===== src/rtl/graph_coloring_checker_edge_store.sv =====
// Edge list RAM: one write port, one registered read port, write-first on address collision.
module edge_store #(
    parameter int DEPTH = 16,
    parameter int AW    = 4,
    parameter int DW    = 6
) (
    input  logic          clk,
    input  logic          we,
    input  logic [AW-1:0] waddr,
    input  logic [DW-1:0] wdata,
    input  logic [AW-1:0] raddr,
    output logic [DW-1:0] rdata
);

    logic [DW-1:0] mem [DEPTH];

    always_ff @(posedge clk) begin
        if (we) begin
            mem[waddr] <= wdata;
        end
        // A write and a read of the same edge in one cycle must return the new edge.
        if (we && (waddr == raddr)) begin
            rdata <= wdata;
        end else begin
            rdata <= mem[raddr];
        end
    end

endmodule


===== config.mk =====
export PLATFORM = sky130hd
export DESIGN_NAME = edge_store
export DESIGN_NICKNAME = d
export VERILOG_FILES = /design/src/rtl/graph_coloring_checker_edge_store.sv
export SDC_FILE = /design/constraint.sdc
export NUM_CORES = 1
export LEC_CHECK = 0
export ABC_CLOCK_PERIOD_IN_PS = 2300
export CAP_MARGIN = 20
export CORE_MARGIN = 4
export CORE_UTILIZATION = 25
export DETAILED_ROUTE_END_ITERATION = 6
export PLACE_DENSITY_LB_ADDON = 0.25
export SYNTH_ARGS = -nofsm -noshare
export SYNTH_HDL_FRONTEND = slang
export SYNTH_SLANG_ARGS = --single-unit

===== constraint.sdc =====
create_clock -name clk -period 2.3 [get_ports clk]
set_clock_uncertainty 0.15 [all_clocks]
set_input_delay 0.23 -clock clk [delete_from_list [all_inputs] [get_ports clk]]
set_output_delay 0.23 -clock clk [all_outputs]
set_load 0.01 [all_outputs]

==> flow_summary.toml <==
[run_status]
status = "finished, violations left"
violations = "negative setup slack"

[critical_path]
start_kind = "register"
path_cells = "buf_12 -> buf_6 -> mux4_2 -> a22oi_2 -> nand2_1 -> buf_2"
crit_arrival_ps = 1950
crit_required_ps = 1920
path_buf_inv = 3
cpPeakStageDelay_ps = 540
cp_slowest_cell = "mux4_2"
critical_path_class = "reg2out"
crit_family = "multiplexers"
cp-end-kind = "primary output"
cp_max_fo = 8

[placed_design]
placed_cells = 404
dp_hpwl_um = 5660
placed_cell_area_mm2 = 0.00446
gp_congestion = 0.708
io_buffers = 21

[synthesis]
syn-instance-count = 176
ys_seq_area_share_pct = 76.9
ys_async_sr_fraction_pct = 0
syn_nets = 192
ys_types = 18
synth-edff-count = 96
synth_top_family_by_area = "multiplexers"
synth_most_common_cell = "edfxtp_1"
synth_compound_area_share_pct = 2.34
avgSynthCellArea_um2 = 21.9
yosysTopAreaCell = "edfxtp_1"
synth_adder_area_share_pct = 0
netlist_area_mm2 = 0.00385
synth_commonest_cells = "96 x edfxtp_1, 13 x nor2_1, 12 x a22oi_1, 12 x mux4_1, 12 x mux4_2"
yosys_warnings = 0
synthTopCellsByArea = "edfxtp_1 75%, mux4_1 8.2%, mux4_2 7.0%"
synth_top_cell_area_share_pct = 74.8
ys_seq_elements = 100
synthSimpleGateAreaFrac_pct = 4.02
synth_flop_cell = "edfxtp_1"
synthXorXnorAreaFrac_pct = 0
synthMuxAreaShare_pct = 15.2

[cells_and_area]
fin_area_mm2 = 0.00483
drive_above_1_share_pct = 35.0
insertedDiodeCount = 0
area_delta_synth_final_pct = 25.3
fillers = 1454
top_regs = "mem: 96 flops"
stdcell_count = 428
fin_nets = 251
largest_reg_flops = 96
largest-register = "mem"

[floorplan]
fp.dieH_um = 132
start_util_pct = 25.5
die_x_um = 132
ios = 22
fp-row-count = 45
core_mm2 = 0.0151
dieArea_mm2 = 0.0175

[global_routing]
grt_pass1_wl_um = 13000
antenna_found_initial = 0
grt_pass1_vias = 1994
grt_usage_pct = 10.3
grt_overflow = 0
grt_max_degree = 25

[power]
p_leak_uw = 0.00158
power.density_mw_per_mm2 = 766
ir_drop_mv = 0.394

[clocking]
htreeDepth = 3
clkTransAtPathRegs_ps = 70
cts_buffers = 9
root_buffer = "clkbuf_16"
cts_tree = "built"
clock-sinks = 100
clockBufferDepth = 2

[route]
vias = 1911
wire_per_inst_um = 20.1
routed-wl-met3_um = 521
drt_iter0_drc = 189
drt-pass1-iter-count = 4
viasPerCell = 4.46
drc_errors = 0
ant_nets = 0
dr.max_layer_used = "met4"
wl_met2_um = 3790
drt-total-wl_um = 8610
met1_length_um = 4180

[timing]
fmax_mhz = 429
rsz0062_at_grt = "true"
worst_pin_slew_ps = 698
worst_slack_ps = -28.3
hold_violations = 0
finalSetupViolCount = 3
timing.final.crit_period_ps = 2330
worst_slew_margin_rel_pct = 53.4
finalCritPeriodShare_pct = 101
finalMaxSlewViolations = 0

[min_path]
hold_start = "raddr[1]"
hp-class = "in2reg"

[run]
cap_viol_max_count = 0
## cell families (layout without fill, tap and decap cells)
logic type	Yosys count	count (layout)
mux	24	24
flops	100	100
simple gates	33	33
compound gates	12	12
buf+inv	7	71
## layer usage
layer  track usage, %  vias to the layer above
met2             14.3                       48
met5                0                        -
met1             15.3                     1000
met4             3.81                        0
met3             2.86                        8
li1                 -                      855
## final timing paths
check	endpoint	cells after the start
max	rdata[4]	6
min	register	1
## cells in the final DEF (no fill, tap or decap), drive strengths merged
master	count
nand2b	2
clkinv	3
dfxtp	4
buf	40
nand2	7
nor2	13
nand3b	2
and2	1
inv	3
edfxtp	96
a22oi	12
nor2b	2
nor3	4
clkdlybuf4s50	15
or3b	1
nand3	1
clkinvlp	1
mux4	24
clkbuf	9
## repair_timing
action,4_1_cts,5_1_grt
endpoints found under the setup margin,6,5
hold buffers,0,0
gates resized for setup,47,4
pin swaps,9,7
gates cloned,1,0
buffers inserted,5,2
## final cells by class
class	count	area [µm²]	share of cell area (%)
Clock buffer	9	225	4.66
Multi-Input combinational cell	69	841	17.4
Clock inverter	7	50.0	1.04
Tap cell	188	235	4.87
Timing Repair Buffer	55	512	10.6
Sequential cell	100	2970	61.4
## per-stage QoR
| stage | setup TNS, ps | setup slack [ps] | util (%) | total power, µW | hold slack [ps] |
|---|---|---|---|---|---|
| 2_1_floorplan | 0 | 526 | - | 2190 | 108 |
| 3_3_place_gp | -519 | -125 | 29.4 | 2330 | 535 |
| 3_5_place_dp | -464 | -123 | 29.4 | 2330 | 532 |
| 4_1_cts | -253 | -95.4 | 31.7 | 3740 | 170 |
| 5_1_grt | -522 | -109 | 31.9 | 3840 | 167 |
| 6_report | -65.9 | -28.3 | 31.9 | 3700 | 181 |
## report_power, final
part	switching, µW	internal (µW)
Sequential	13.4	2030
Clock	649	739
Combinational	132	132
Note: power is estimated with default switching activity, not from simulation.
==> RTL change 1: new RTL, config.mk and constraints unchanged <==
Register the inputs `we`, `waddr`, `wdata` and `raddr` before use, without a reset. The logic sees them one clock later.
--- a/src/rtl/graph_coloring_checker_edge_store.sv
+++ b/src/rtl/graph_coloring_checker_edge_store.sv
@@ -12,17 +12,29 @@
     output logic [DW-1:0] rdata
 );
 
+    logic we_q;
+    logic [AW-1:0] waddr_q;
+    logic [DW-1:0] wdata_q;
+    logic [AW-1:0] raddr_q;
+
+    always_ff @(posedge clk) begin
+        we_q    <= we;
+        waddr_q <= waddr;
+        wdata_q <= wdata;
+        raddr_q <= raddr;
+    end
+
     logic [DW-1:0] mem [DEPTH];
 
     always_ff @(posedge clk) begin
-        if (we) begin
-            mem[waddr] <= wdata;
+        if (we_q) begin
+            mem[waddr_q] <= wdata_q;
         end
         // A write and a read of the same edge in one cycle must return the new edge.
-        if (we && (waddr == raddr)) begin
-            rdata <= wdata;
+        if (we_q && (waddr_q == raddr_q)) begin
+            rdata <= wdata_q;
         end else begin
-            rdata <= mem[raddr];
+            rdata <= mem[raddr_q];
         end
     end
 
Formal check against the unedited RTL: not equivalent (a bounded check fails within 4 cycles, from zero or initial values).
==> RTL change 1 against the original RTL <==
The flow still finishes with violations (setup timing). Core utilization increased by 1.3 points. Synthesized area grew 7.8%. Wire length grew 0.95%. Sequential power grew 15%. Count of clock-buffer cells in the layout rose by 16. Worst setup slack worse by 0.029 ns. Total power up 31%. Sequential cell count rose by 15. Synthesized cell count increased by 8.5%. Final area grew 10%. Hold slack got worse by 0.064 ns. Largest cell class unchanged. Highest routed layer unchanged.
==> RTL change 1: results (changes against the original RTL) <==
[layout]
largestRegisters=mem: 96 flops, wdata_q: 6 flops  ; was mem: 96 flops
num-nets-final=264  ; was 251
multi_input_area_um2=825  ; was 841 µm²
multi_input_area_share_pct=15.5  ; was 17.4%
clkCellAreaFrac_pct=9.70  ; was 5.70%
area_share_nonclk_buffers_pct=8.45  ; was 10.6%
nNonClkBuffers=45  ; was 55
seq_share_pct=61.3  ; was 61.4%
clock_buffers=25  ; was 9
layout-drive-gt1-share_pct=33.0  ; was 35.0%
fill_cells=1532  ; was 1454
diodes=0  ; unchanged
layout.cells.non_filler=477  ; was 428
nNonClkInverters=0  ; unchanged

[sta]
setup_tns_ns=-0.269  ; was -0.0659 ns
setup_viol=6  ; was 3
worst_pin_slew_ns=0.661  ; was 0.698 ns
timing.final.ws_setup_ns=-0.0577  ; was -0.0283 ns

[status]
status=finished, violations left  ; unchanged
failed_checks=setup timing  ; unchanged

[grt]
use_met2_pct=14.2  ; was 14.3%
grtUsageMet1_pct=14.7  ; was 15.3%
grt_pass1_vias=2163  ; was 1994
gr-usage-met3_pct=3.75  ; was 2.86%
grtUsageTotal_pct=10.4  ; was 10.3%
grt_pass1_wl_um=13400  ; was 13000 µm

[cts]
cts_setup_buffers=3  ; was 5
ctsResizeCount=46  ; was 47
numCtsBuffers=17  ; was 9
htree_levels=4  ; was 3
path_clk_slew_ns=0.05  ; was 0.07 ns

[die]
core_area_um2=16100  ; was 15100 µm²

[setup_path]
crit_path_max_incr_delay_ns=0.54  ; about the same
crit_fanout=5  ; was 8
arrival_ns=1.98  ; was 1.95 ns

[pwr]
switching_share_pct=20.0  ; was 21.5%
seq-power_mw=2.36  ; was 2.05 mW
ir_drop_mv=0.507  ; was 0.394 mV
p_leak_nw=1.77  ; was 1.58 nW
pg_clk_mw=2.26  ; was 1.39 mW

[synth]
synth_edf_count=96  ; unchanged
synth_cells=191  ; was 176
synth-seq-area-share_pct=78.5  ; was 76.9%
synth_area_leaders=edfxtp_1, dfxtp_1, mux4_1  ; was edfxtp_1, mux4_1, mux4_2
ys_ff_latch=115  ; was 100
syn-num-nets=207  ; was 192
yosys-top-cells-count=edfxtp_1, dfxtp_1, nor2_1  ; was edfxtp_1, nor2_1, a22oi_1, mux4_1, mux4_2

[placed_design]
place_inst=441  ; was 404
pre_cts_slack_ns=-0.0900  ; was -0.123 ns
placed_area_um2=4770  ; was 4460 µm²
post-dp-hpwl_um=5500  ; was 5660 µm

[drt]
via_count=1956  ; was 1911
drtAntennaViolNets=0  ; unchanged
drtIter0Drc=176  ; was 189
wl_per_cell_um=18.2  ; was 20.1 µm

-- RTL change 1: cell count changes in the layout (fill, tap and decap cells not counted), sizes merged --
| cell | delta |
|---|---|
| inv | -3 |
| dfxtp | +15 |
| buf | -10 |
| clkbuf | +16 |
| clkinvlp | -1 |
| clkinv | +4 |
-- RTL change 1: path summary, 6_finish.rpt --
check	slack, ns	end	cells past startpoint	from
max reg2reg	0.61	mem[11][2]	2	waddr_q[1]
min	0.12	wdata_q[1]	1	wdata[1]
max	-0.06	rdata[1]	6	flop
min reg2reg	0.17	flop	0	raddr_q[1]
-- RTL change 1: cell families after synthesis --
logic type             synth area share (%)
AOI/OAI and AO/OA                      2.17
buffers and inverters                  1.48
DFF                                    78.5
muxes                                  14.1
and+or+nand+nor                        3.73
-- RTL change 1: per-layer routing --
metal,share of wire [%],up-vias,wire length (µm)
li1,-,900,-
met1,48,990,4210
met2,44,56,3870
met3,5.8,10,504
met4,1.3,0,115
met5,0,-,0
==> RTL change 2: new RTL, same flow settings <==
Made on the original files. Change the parameter `DW` from 6 to 3.
--- a/src/rtl/graph_coloring_checker_edge_store.sv
+++ b/src/rtl/graph_coloring_checker_edge_store.sv
@@ -2,7 +2,7 @@
 module edge_store #(
     parameter int DEPTH = 16,
     parameter int AW    = 4,
-    parameter int DW    = 6
+    parameter int DW    = 3
 ) (
     input  logic          clk,
     input  logic          we,
Ports: changed (resized rdata and wdata); port bits go from 22 to 16. The function was not compared with the original's and may differ.
==> RTL change 2 against the original RTL <==
Sequential power fell by 48%. Total power fell by 55%. Count of clock-buffer cells in the layout shrank 4. Critical path depth shrank 1. Largest power group unchanged. Synthesized area fell by 47%. Wire length is 54% lower. Die area fell by 45%. Via count down 46%. Final area fell by 49%. Sequential cell count fell by 48. Worst setup slack better by 0.12 ns. Fmax rose by 5.5%. Combinational power is 49% lower.
==> RTL change 2: results (changes against the original RTL) <==
[grt]
grtUsageTotal_pct=8.70  ; was 10.3%
gr-usage-met3_pct=2.00  ; was 2.86%
use_met2_pct=13.1  ; was 14.3%
grt_pass1_wl_um=6220  ; was 13000 µm
grt_max_degree=17  ; was 25
grt_pass1_vias=1104  ; was 1994
grtUsageMet1_pct=12.1  ; was 15.3%

[pwr]
p_clk_share_pct=28.7  ; was 37.5%
p_comb_share_pct=8.0  ; was 7.1%
finalPower_mw=1.68  ; was 3.70 mW
p_leak_nw=0.762  ; was 1.58 nW
switching_share_pct=20.9  ; was 21.5%
ir_drop_mv=0.235  ; was 0.394 mV

[layout]
num-nets-final=142  ; was 251
multi_input_area_share_pct=19.8  ; was 17.4%
nMultiInputCombCells=50  ; was 69
clkCellAreaFrac_pct=3.38  ; was 5.70%
largestRegisters=mem: 48 flops  ; was mem: 96 flops
fill_cells=765  ; was 1454
nNonClkBuffers=20  ; was 55
seq_area_um2=1530  ; was 2970 µm²

[synth]
syn-num-nets=117  ; was 192
synth_area_leaders=edfxtp_1, mux4_1, mux4_2  ; unchanged
synth_edf_count=48  ; was 96
yosys-top-cells-count=edfxtp_1, nor2_1, mux4_1, nand3_1  ; was edfxtp_1, nor2_1, a22oi_1, mux4_1, mux4_2
ys_ff_latch=52  ; was 100
ys_types=16  ; was 18

[setup_path]
arrival_ns=1.83  ; was 1.95 ns
slowest_stage=mux4_1  ; was mux4_2
crit_path_max_incr_delay_ns=0.60  ; was 0.54 ns

[drt]
wl_met1_um=1930  ; was 4180 µm
drtIter0Drc=63  ; was 189
via_per_inst=4.41  ; was 4.46
routed-wl-met2_um=1860  ; was 3790 µm

[placed_design]
post-dp-hpwl_um=2740  ; was 5660 µm
place_congestion=0.743  ; was 0.708
pre_cts_slack_ns=0.0558  ; was -0.123 ns
placed_area_um2=2330  ; was 4460 µm²

[status]
status=finished, final reports clean  ; was finished, violations left

[sta]
relSlewSlack_pct=56.3  ; was 53.4%

[worst_hold_path]
worstHoldStart=raddr[0]  ; was raddr[1]

[cts]
ctsResizeCount=14  ; was 47
path_clk_slew_ns=0.09  ; was 0.07 ns
cts_setup_buffers=1  ; was 5

==> RTL change 2: cell types whose count changed after synthesis, moves of 3 or more <==
cell and change:
edfxtp_1 -48, a22oi_1 -10, mux4_2 -8, nand3_1 +6
mux4_1 -4, buf_6 -3, nand2_1 -3
==> RTL change 2: stage by stage <==
stage / hold WS, ns / util [%] / cells
after detailed placement: 0.538 / 29.8 / 222
after global routing: 0.203 / 31.3 / 232
after floorplan: 0.108 / - / 104
after global placement: 0.536 / 29.8 / 222
final: 0.218 / 31.3 / 232
after CTS: 0.212 / 31.5 / 232
==> RTL change 2: kinds of logic (layout without fill, tap and decap cells) <==
kind of cell,after synthesis,after routing,share of synthesized area (%)
AO/OA/AOI/OAI,3,3,1.35
buffers and inverters,2,28,0.739
flip-flops,52,52,74.9
multiplexers,12,12,14.8
AND/OR/NAND/NOR,35,35,8.25
